==> src/rtl/fifo_pkg.sv <==
// Shared async-FIFO definitions: default address width and Gray/binary conversion helpers.
package fifo_pkg;

  localparam int unsigned FIFO_ADDR_W = 3;
  localparam int unsigned CONV_W      = 32;

  // Width-agnostic: callers zero-extend into CONV_W bits and cast the result back.
  function automatic logic [CONV_W-1:0] bin2gray(input logic [CONV_W-1:0] b);
    return b ^ (b >> 1);
  endfunction

  function automatic logic [CONV_W-1:0] gray2bin(input logic [CONV_W-1:0] g);
    logic [CONV_W-1:0] b;
    b = '0;
    for (int i = 0; i < int'(CONV_W); i++) begin
      b[i] = ^(g >> i);
    end
    return b;
  endfunction

endpackage

==> src/rtl/sync_ff_chain.sv <==
// Multi-flop synchronizer for a Gray-coded pointer crossing clock domains.
module sync_ff_chain #(
  parameter int unsigned WIDTH  = 4,
  parameter int unsigned STAGES = 2
) (
  input  logic             clk,
  input  logic             rst,
  input  logic [WIDTH-1:0] d,
  output logic [WIDTH-1:0] q
);

  logic [WIDTH-1:0] stg_q [STAGES];

  always_ff @(posedge clk or negedge rst) begin
    if (!rst) begin
      for (int i = 0; i < int'(STAGES); i++) begin
        stg_q[i] <= '0;
      end
    end else begin
      stg_q[0] <= d;
      for (int i = 1; i < int'(STAGES); i++) begin
        stg_q[i] <= stg_q[i-1];
      end
    end
  end

  assign q = stg_q[STAGES-1];

endmodule

==> src/rtl/wptr_full_ctrl.sv <==
// Write-domain pointer block of the async FIFO: write pointer, synchronized read
// pointer, full/almost_full/level and overflow generation.
module wptr_full_ctrl
  import fifo_pkg::*;
#(
  parameter int unsigned ADDR_W      = FIFO_ADDR_W,
  parameter int unsigned SYNC_STAGES = 2,
  parameter int unsigned AFULL_TH    = 6
) (
  input  logic              w_clk,
  input  logic              rst,
  input  logic              wr_en,
  input  logic [ADDR_W:0]   rd_ptr_gray,
  output logic [ADDR_W-1:0] w_addr,
  output logic [ADDR_W:0]   w_ptr_gray,
  output logic              mem_we,
  output logic              full,
  output logic              almost_full,
  output logic [ADDR_W:0]   wr_level,
  output logic              overflow
);

  localparam int unsigned      PTR_W      = ADDR_W + 1;
  // Full when the write pointer leads the read pointer by one full lap: top two Gray bits inverted.
  localparam logic [PTR_W-1:0] FULL_MASK  = PTR_W'(3) << (PTR_W - 2);
  localparam logic [PTR_W-1:0] AFULL_TH_P = PTR_W'(AFULL_TH);

  logic [PTR_W-1:0] w_bin_q,  w_bin_d;
  logic [PTR_W-1:0] w_gray_q, w_gray_d;
  logic [PTR_W-1:0] level_q,  level_d;
  logic             full_q,   full_d;
  logic             afull_q,  afull_d;
  logic             ovf_q,    ovf_d;
  logic [PTR_W-1:0] rq;
  logic [PTR_W-1:0] rq_bin;
  logic             accept;

  sync_ff_chain #(
    .WIDTH  (PTR_W),
    .STAGES (SYNC_STAGES)
  ) u_rptr_sync (
    .clk (w_clk),
    .rst (rst),
    .d   (rd_ptr_gray),
    .q   (rq)
  );

  assign rq_bin = PTR_W'(gray2bin(CONV_W'(rq)));
  assign accept = wr_en & ~full_q & rst;

  // Next-state: pointer advance and flags computed from the post-write pointer.
  always_comb begin
    w_bin_d  = w_bin_q;
    w_gray_d = w_gray_q;
    if (accept) begin
      w_bin_d  = w_bin_q + PTR_W'(1);
      w_gray_d = PTR_W'(bin2gray(CONV_W'(w_bin_d)));
    end
    level_d = w_bin_d - rq_bin;
    full_d  = (w_gray_d == (rq ^ FULL_MASK));
    afull_d = (level_d >= AFULL_TH_P);
    ovf_d   = wr_en & full_q;
  end

  always_ff @(posedge w_clk or negedge rst) begin
    if (!rst) begin
      w_bin_q  <= '0;
      w_gray_q <= '0;
      level_q  <= '0;
      full_q   <= 1'b0;
      afull_q  <= 1'b0;
      ovf_q    <= 1'b0;
    end else begin
      w_bin_q  <= w_bin_d;
      w_gray_q <= w_gray_d;
      level_q  <= level_d;
      full_q   <= full_d;
      afull_q  <= afull_d;
      ovf_q    <= ovf_d;
    end
  end

  assign w_addr      = w_bin_q[ADDR_W-1:0];
  assign w_ptr_gray  = w_gray_q;
  assign mem_we      = accept;
  assign full        = full_q;
  assign almost_full = afull_q;
  assign wr_level    = level_q;
  assign overflow    = ovf_q;

endmodule
==> config.mk <==
export PLATFORM = sky130hd
export DESIGN_NAME = wptr_full_ctrl
export DESIGN_NICKNAME = d
export VERILOG_FILES = /design/src/rtl/fifo_pkg.sv /design/src/rtl/sync_ff_chain.sv /design/src/rtl/wptr_full_ctrl.sv
export SDC_FILE = /design/constraint.sdc
export NUM_CORES = 1
export LEC_CHECK = 0
export CAP_MARGIN = 5
export CORE_UTILIZATION = 35
export CTS_CLUSTER_DIAMETER = 30
export DETAILED_ROUTE_END_ITERATION = 6
export PLACE_DENSITY = 0.66
export SYNTH_ARGS = -nofsm -noshare
export SYNTH_HDL_FRONTEND = slang
export SYNTH_SLANG_ARGS = --single-unit
==> constraint.sdc <==
create_clock -name w_clk -period 2.2 [get_ports w_clk]
set_clock_uncertainty 0.1 [all_clocks]
set_input_delay 0.33 -clock w_clk [delete_from_list [all_inputs] [get_ports w_clk]]
set_output_delay 0.33 -clock w_clk [all_outputs]
set_load 0.05 [all_outputs]
==> flow_metrics.env, run 1 <==
export IMPL_status="complete, no violations"
export IMPL_n_antenna_cell=0
export IMPL_synth_edf_count=0
export IMPL_clkTransAtPathRegs_ns=0.13
export IMPL_synthArstFlopShare=1.00
export IMPL_nets=120
export IMPL_end_kind="flip-flop"
export IMPL_setup_viol=0
export IMPL_ys_types=22
export IMPL_hold_path_depth=0
export IMPL_post_route_util=0.514
export IMPL_die_area_sq_mm=0.00313
export IMPL_crit_slowest_cell="dfrtp_1"
export IMPL_crit_type="reg -> reg"
export IMPL_grt_pass1_wl_microns=2800
export IMPL_synth_ff_type="dfrtp_1"
export IMPL_yosysWarningCount=0
export IMPL_start_util=0.369
export IMPL_grt_usage=0.121
export IMPL_synth_most_common_cell="dfrtp_1"
export IMPL_finalHoldWorstSlack_ns=0.262
export IMPL_timing_fmax_mhz=457
export IMPL_drtIter0Drc=14
export IMPL_ys_seq_area_frac=0.565
export IMPL_grt_pass1_vias=628
export IMPL_insertion_delay_ns=0.31
export IMPL_cts_tree="done"
export IMPL_synth_commonest_cells="dfrtp_1, nand2_1, xor2_1"
export IMPL_design_core_area_sq_mm=0.00276
export IMPL_rsz0062_at_grt="true"
export IMPL_synth_cells=71
export IMPL_area_growth_pct=39.2
export IMPL_holdPathEnd="u_rptr_sync.q[2]$_DFF_PN0_"
export IMPL_portBuffers=21
export IMPL_antenna_found_initial=0
export IMPL_cp_max_fo=3
export IMPL_layout_min_cycle_time_ns=2.19
export IMPL_ctsLongestPathBuffers=2
export IMPL_slew_headroom=0.661
export IMPL_syn_area_per_cell_sq_um=14.3
export IMPL_regToRegSetupSlack_ns=0.01
export IMPL_first_pass_iters=2
export IMPL_cpPeakStageDelay_ns=0.43
export IMPL_synth_top_area_cell="dfrtp_1"
export IMPL_cp_required_ns=2.32
export IMPL_drive_gt1_frac=0.336
export IMPL_finalCritPeriodShare=0.995
export IMPL_synth_seq_cells=23
export IMPL_vias_per_cell=4.42
export IMPL_grt_overflow_total=0
export IMPL_hp_class="reg -> reg"
export IMPL_r2r_end="almost_full$_DFF_PN0_"
export IMPL_syn_num_nets=83
export IMPL_routed_wirelength_microns=1640
export IMPL_cts_inserted_buffers=3
export IMPL_synth_area_top_cells="dfrtp_1, xor2_1, xnor2_1"
export IMPL_syn_area_sq_mm=0.00102
export IMPL_reg2reg_depth=9
export IMPL_yosys_area_top_type_share=0.565
export IMPL_cp_arrival_ns=2.31
export IMPL_crit_chain="xnor2_2 -> xor2_2 -> xnor2_1 -> ha_1 -> inv_1 -> a21o_1 -> a21oi_2 -> xor3_2 -> a21o_2"
export IMPL_worst_pin_slew_ns=0.508
export IMPL_die_w_microns=55.9
export IMPL_grt_max_degree=24
export IMPL_row_count=19
export IMPL_io_pins=22
export IMPL_routedWlPerCell_microns=11.9
export IMPL_die_h_microns=55.9
export IMPL_startpoint_type="flip-flop"
export IMPL_htree_levels=1
export IMPL_worstHoldStart="u_rptr_sync.stg_q[6]$_DFF_PN0_"
export IMPL_final_max_slew_violation_count=0
export IMPL_drc_errors=0
export IMPL_clockRootBuffer="clkbuf_4"
export IMPL_hold_viol=0
export IMPL_cts_sinks=23
export IMPL_dp_hpwl_microns=1280
export IMPL_gp_congestion=0.717
export IMPL_maxCapViolations=0
export IMPL_ant_nets=0
export IMPL_vias=610
export IMPL_fill_cells=249
export IMPL_r2r_start="u_rptr_sync.q[3]$_DFF_PN0_"
registers in the layout, summed over array words and instances, names as in the netlist:
| signal | count |
|---|---|
| w_ptr_gray | 4 |
| almost_full | 1 |
| u_rptr_sync.stg_q | 4 |
| overflow | 1 |
| full | 1 |
| wr_level | 4 |
| w_bin_q | 4 |
| u_rptr_sync.q | 4 |
final cells by class:
cell class / instances / area, sq um / share of cell area
flip-flops and latches: 23 / 577 / 0.407
multi-input cells: 40 / 423 / 0.298
repair buffers: 35 / 325 / 0.229
well taps: 31 / 38.8 / 0.0274
inverters: 5 / 26.3 / 0.0185
clock buffers: 3 / 22.5 / 0.0159
clock inverters: 1 / 5.00 / 0.00353
routing by layer:
layer  routed length (microns)  global-route usage  vias to the layer above
li1                          -                   -                      296
met4                        31              0.0732                        0
met1                       685               0.147                      294
met3                        68              0.0302                        4
met5                         0                   0                        -
met2                       855               0.194                       16
cell usage in the layout (no fill, tap or decap), drive strengths merged:
cell type / Yosys / final
a21boi: 1 / 1
ha: 4 / 4
buf: 3 / 15
clkbuf: 0 / 3
dfrtp: 23 / 23
a21o: 2 / 2
and2: 1 / 1
xnor3: 1 / 1
inv: 5 / 5
nand3b: 1 / 1
nor4: 1 / 1
clkinv: 0 / 1
o21ai: 1 / 1
fa: 1 / 1
xor3: 1 / 1
xor2: 7 / 7
a21oi: 1 / 1
and3: 1 / 1
nand2: 7 / 7
mux2: 2 / 2
clkdlybuf4s50: 0 / 20
xnor2: 8 / 8
worst max path at each step:
| stage | startpoint | endpoint | slack (ns) | cells after the start |
|---|---|---|---|---|
| after global routing | u_rptr_sync.q[3]$_DFF_PN0_ | almost_full$_DFF_PN0_ | -0.08 | 9 |
| after CTS | u_rptr_sync.q[2]$_DFF_PN0_ | almost_full$_DFF_PN0_ | -0.03 | 9 |
| after detailed placement | rst | almost_full$_DFF_PN0_ | -0.31 | 9 |
| final | u_rptr_sync.q[3]$_DFF_PN0_ | almost_full$_DFF_PN0_ | 0.01 | 9 |
| after floorplan | full$_DFF_PN0_ | almost_full$_DFF_PN0_ | -0.05 | 9 |
| after global placement | rst | almost_full$_DFF_PN0_ | -0.27 | 9 |
worst max-delay path: cells and delay by family (launching register included):
kind            cells  cell delay, ns
flops               1            0.43
compound gates      3            0.49
fa+ha+maj           1            0.16
xor+xnor            4            0.86
buf+inv             1            0.06
repair_timing:
item,CTS,global route
hold buffers,0,0
endpoints found under the setup margin,2,2
cloned,0,0
pin swaps,2,3
gates resized for setup,3,0
buffers inserted,1,1
cell families (layout without fill, tap and decap cells):
family,after synthesis,count (layout),share of synthesized area
adder cells (fa/ha/maj),5,5,0.0688
multiplexers,2,2,0.0221
XOR/XNOR,17,17,0.190
AND/OR/NAND/NOR,11,11,0.0762
flip-flops,23,23,0.565
AO/OA/AOI/OAI,5,5,0.0368
buffers and inverters,8,44,0.0405
stage by stage:
stage	instances	area, sq um	TNS (ns)	setup WS (ns)
2_1_floorplan	71	1030	-0.0461	-0.0461
3_3_place_gp	132	1360	-0.589	-0.270
3_5_place_dp	132	1360	-0.744	-0.310
4_1_cts	137	1410	-0.0267	-0.0267
5_1_grt	138	1420	-0.0971	-0.0850
6_report	138	1420	0	0.0113
Power of run 1 is not shown: default switching activity piles up to over one toggle a cycle in this logic, so the estimate is an artifact.
==> inputs of run 2 (changes only) <==
--- a/config.mk
+++ b/config.mk
@@ -10,6 +10,7 @@
 export CTS_CLUSTER_DIAMETER = 30
 export DETAILED_ROUTE_END_ITERATION = 6
 export PLACE_DENSITY = 0.66
+export SETUP_SLACK_MARGIN = 0.5
 export SYNTH_ARGS = -nofsm -noshare
 export SYNTH_HDL_FRONTEND = slang
 export SYNTH_SLANG_ARGS = --single-unit
==> flow_metrics.env, run 2 (synthesized netlist as in run 1, its figures left out) <==
export IMPL_antenna_found_initial=0
export IMPL_cp_arrival_ns=2.32
export IMPL_grt_overflow_total=0
export IMPL_r2r_start="u_rptr_sync.q[2]$_DFF_PN0_"
export IMPL_grt_usage=0.140
export IMPL_slew_headroom=0.662
export IMPL_end_kind="flip-flop"
export IMPL_worst_pin_slew_ns=0.509
export IMPL_wl_met1_microns=736
export IMPL_final_max_slew_violation_count=0
export IMPL_routedWlPerCell_microns=13.2
export IMPL_area_growth_pct=49.6
export IMPL_row_count=19
export IMPL_routed_wirelength_microns=1890
export IMPL_dp_hpwl_microns=1390
export IMPL_drtIter0Drc=6
export IMPL_die_area_sq_mm=0.00313
export IMPL_status="complete, but fails checks"
export IMPL_design_core_area_sq_mm=0.00276
export IMPL_cts_tree="done"
export IMPL_drive_gt1_frac=0.487
export IMPL_n_antenna_cell=0
export IMPL_vias_per_cell=4.42
export IMPL_insertion_delay_ns=0.30
export IMPL_io_pins=22
export IMPL_startpoint="u_rptr_sync.q[2]$_DFF_PN0_"
export IMPL_rsz0062_at_grt="true"
export IMPL_ctsLongestPathBuffers=2
export IMPL_wl_met2_microns=1060
export IMPL_reg2reg_depth=9
export IMPL_fin_setup_tns_ns=-0.0258
export IMPL_maxCapViolations=0
export IMPL_holdBufCountCts=0
export IMPL_ant_nets=0
export IMPL_finalWorstSetupSlack_ns=-0.0258
export IMPL_first_pass_iters=3
export IMPL_grt_pass1_wl_microns=3240
export IMPL_startpoint_type="flip-flop"
export IMPL_portBuffers=21
export IMPL_hold_viol=0
export IMPL_die_h_microns=55.9
export IMPL_nets=126
export IMPL_die_w_microns=55.9
export IMPL_cp_required_ns=2.30
export IMPL_cts_sinks=23
export IMPL_grt_pass1_vias=727
export IMPL_vias=637
export IMPL_htree_levels=1
export IMPL_crit_type="reg -> reg"
export IMPL_layout_min_cycle_time_ns=2.23
export IMPL_hp_class="in -> async"
export IMPL_ff_latch_area_sq_um=577
export IMPL_layout_commonest_cell="dfrtp_1"
export IMPL_timing_fmax_mhz=449
export IMPL_finalCritPeriodShare=1.01
export IMPL_multi_input_area_sq_um=477
export IMPL_clkTransAtPathRegs_ns=0.12
export IMPL_top_layer="met4"
export IMPL_post_dp_cell_area_sq_mm=0.00137
export IMPL_cts_inserted_buffers=3
export IMPL_final_cell_mix="dfrtp_1, buf_4, dlygate4sd2_1"
export IMPL_clockRootBuffer="clkbuf_4"
export IMPL_grt_max_degree=24
export IMPL_start_util=0.369
export IMPL_setup_viol=1
export IMPL_gp_congestion=0.727
export IMPL_violations="setup timing"
export IMPL_drc_errors=0
export IMPL_finalHoldWorstSlack_ns=0.0979
export IMPL_fin_area_sq_mm=0.00152
export IMPL_dr_wl_met3_microns=78
export IMPL_fill_cells=251
export IMPL_cp_max_fo=3
-- run 2: changes by cell type in the layout (fill, tap and decap cells not counted), sizes merged --
cell	delta
clkdlybuf4s50	-16
dlygate4sd2	+11
clkdlybuf4s15	+4
buf	+7
-- run 2: per-stage QoR --
stage | std cells | utilization | worst slack (ns)
after floorplan | 71 | - | -0.0264
after global placement | 131 | 0.497 | -0.270
after detailed placement | 131 | 0.497 | -0.311
after CTS | 141 | 0.545 | -0.0355
after global routing | 144 | 0.553 | -0.122
final | 144 | 0.553 | -0.0258
-- run 2: layout make-up --
type	instances	share of cell area
Sequential cell	23	0.378
Multi-Input combinational cell	40	0.313
Timing Repair Buffer	41	0.248
Inverter	5	0.0172
Clock inverter	1	0.00328
Tap cell	31	0.0255
Clock buffer	3	0.0148
-- run 2: final timing paths --
| kind | end | slack, ns |
|---|---|---|
| max in group asynchronous | full$_DFF_PN0_ | 1.66 |
| setup / recovery | almost_full$_DFF_PN0_ | -0.03 |
| hold reg to reg | u_rptr_sync.q[3]$_DFF_PN0_ | 0.26 |
| setup reg to reg | almost_full$_DFF_PN0_ | -0.03 |
| min in group w_clk | u_rptr_sync.q[3]$_DFF_PN0_ | 0.26 |
| hold / removal | wr_level[3]$_DFF_PN0_ | 0.1 |
-- run 2: critical path, stage by stage, from the launching register on --
cell and delay, ns:
dfrtp_1 0.43, xnor2_2 0.24, xor2_2 0.23, xnor2_1 0.15, ha_2 0.19, inv_2 0.04, a21o_1 0.16, a21oi_2 0.13
xor3_2 0.26, a21o_2 0.19
-- run 2: repair_timing --
action / in CTS / in global routing
setup endpoints to repair: 20 / 8
pin swaps: 7 / 5
resized for setup: 38 / 4
setup buffers: 6 / 3
-- run 2: per-layer routing --
layer / GRT usage / vias to the layer above
met2: 0.250 / 13
met4: 0.0523 / 0
met3: 0.0349 / 2
met1: 0.162 / 315
li1: - / 307
met5: 0 / -
Power of run 2 is left out for the same reason.
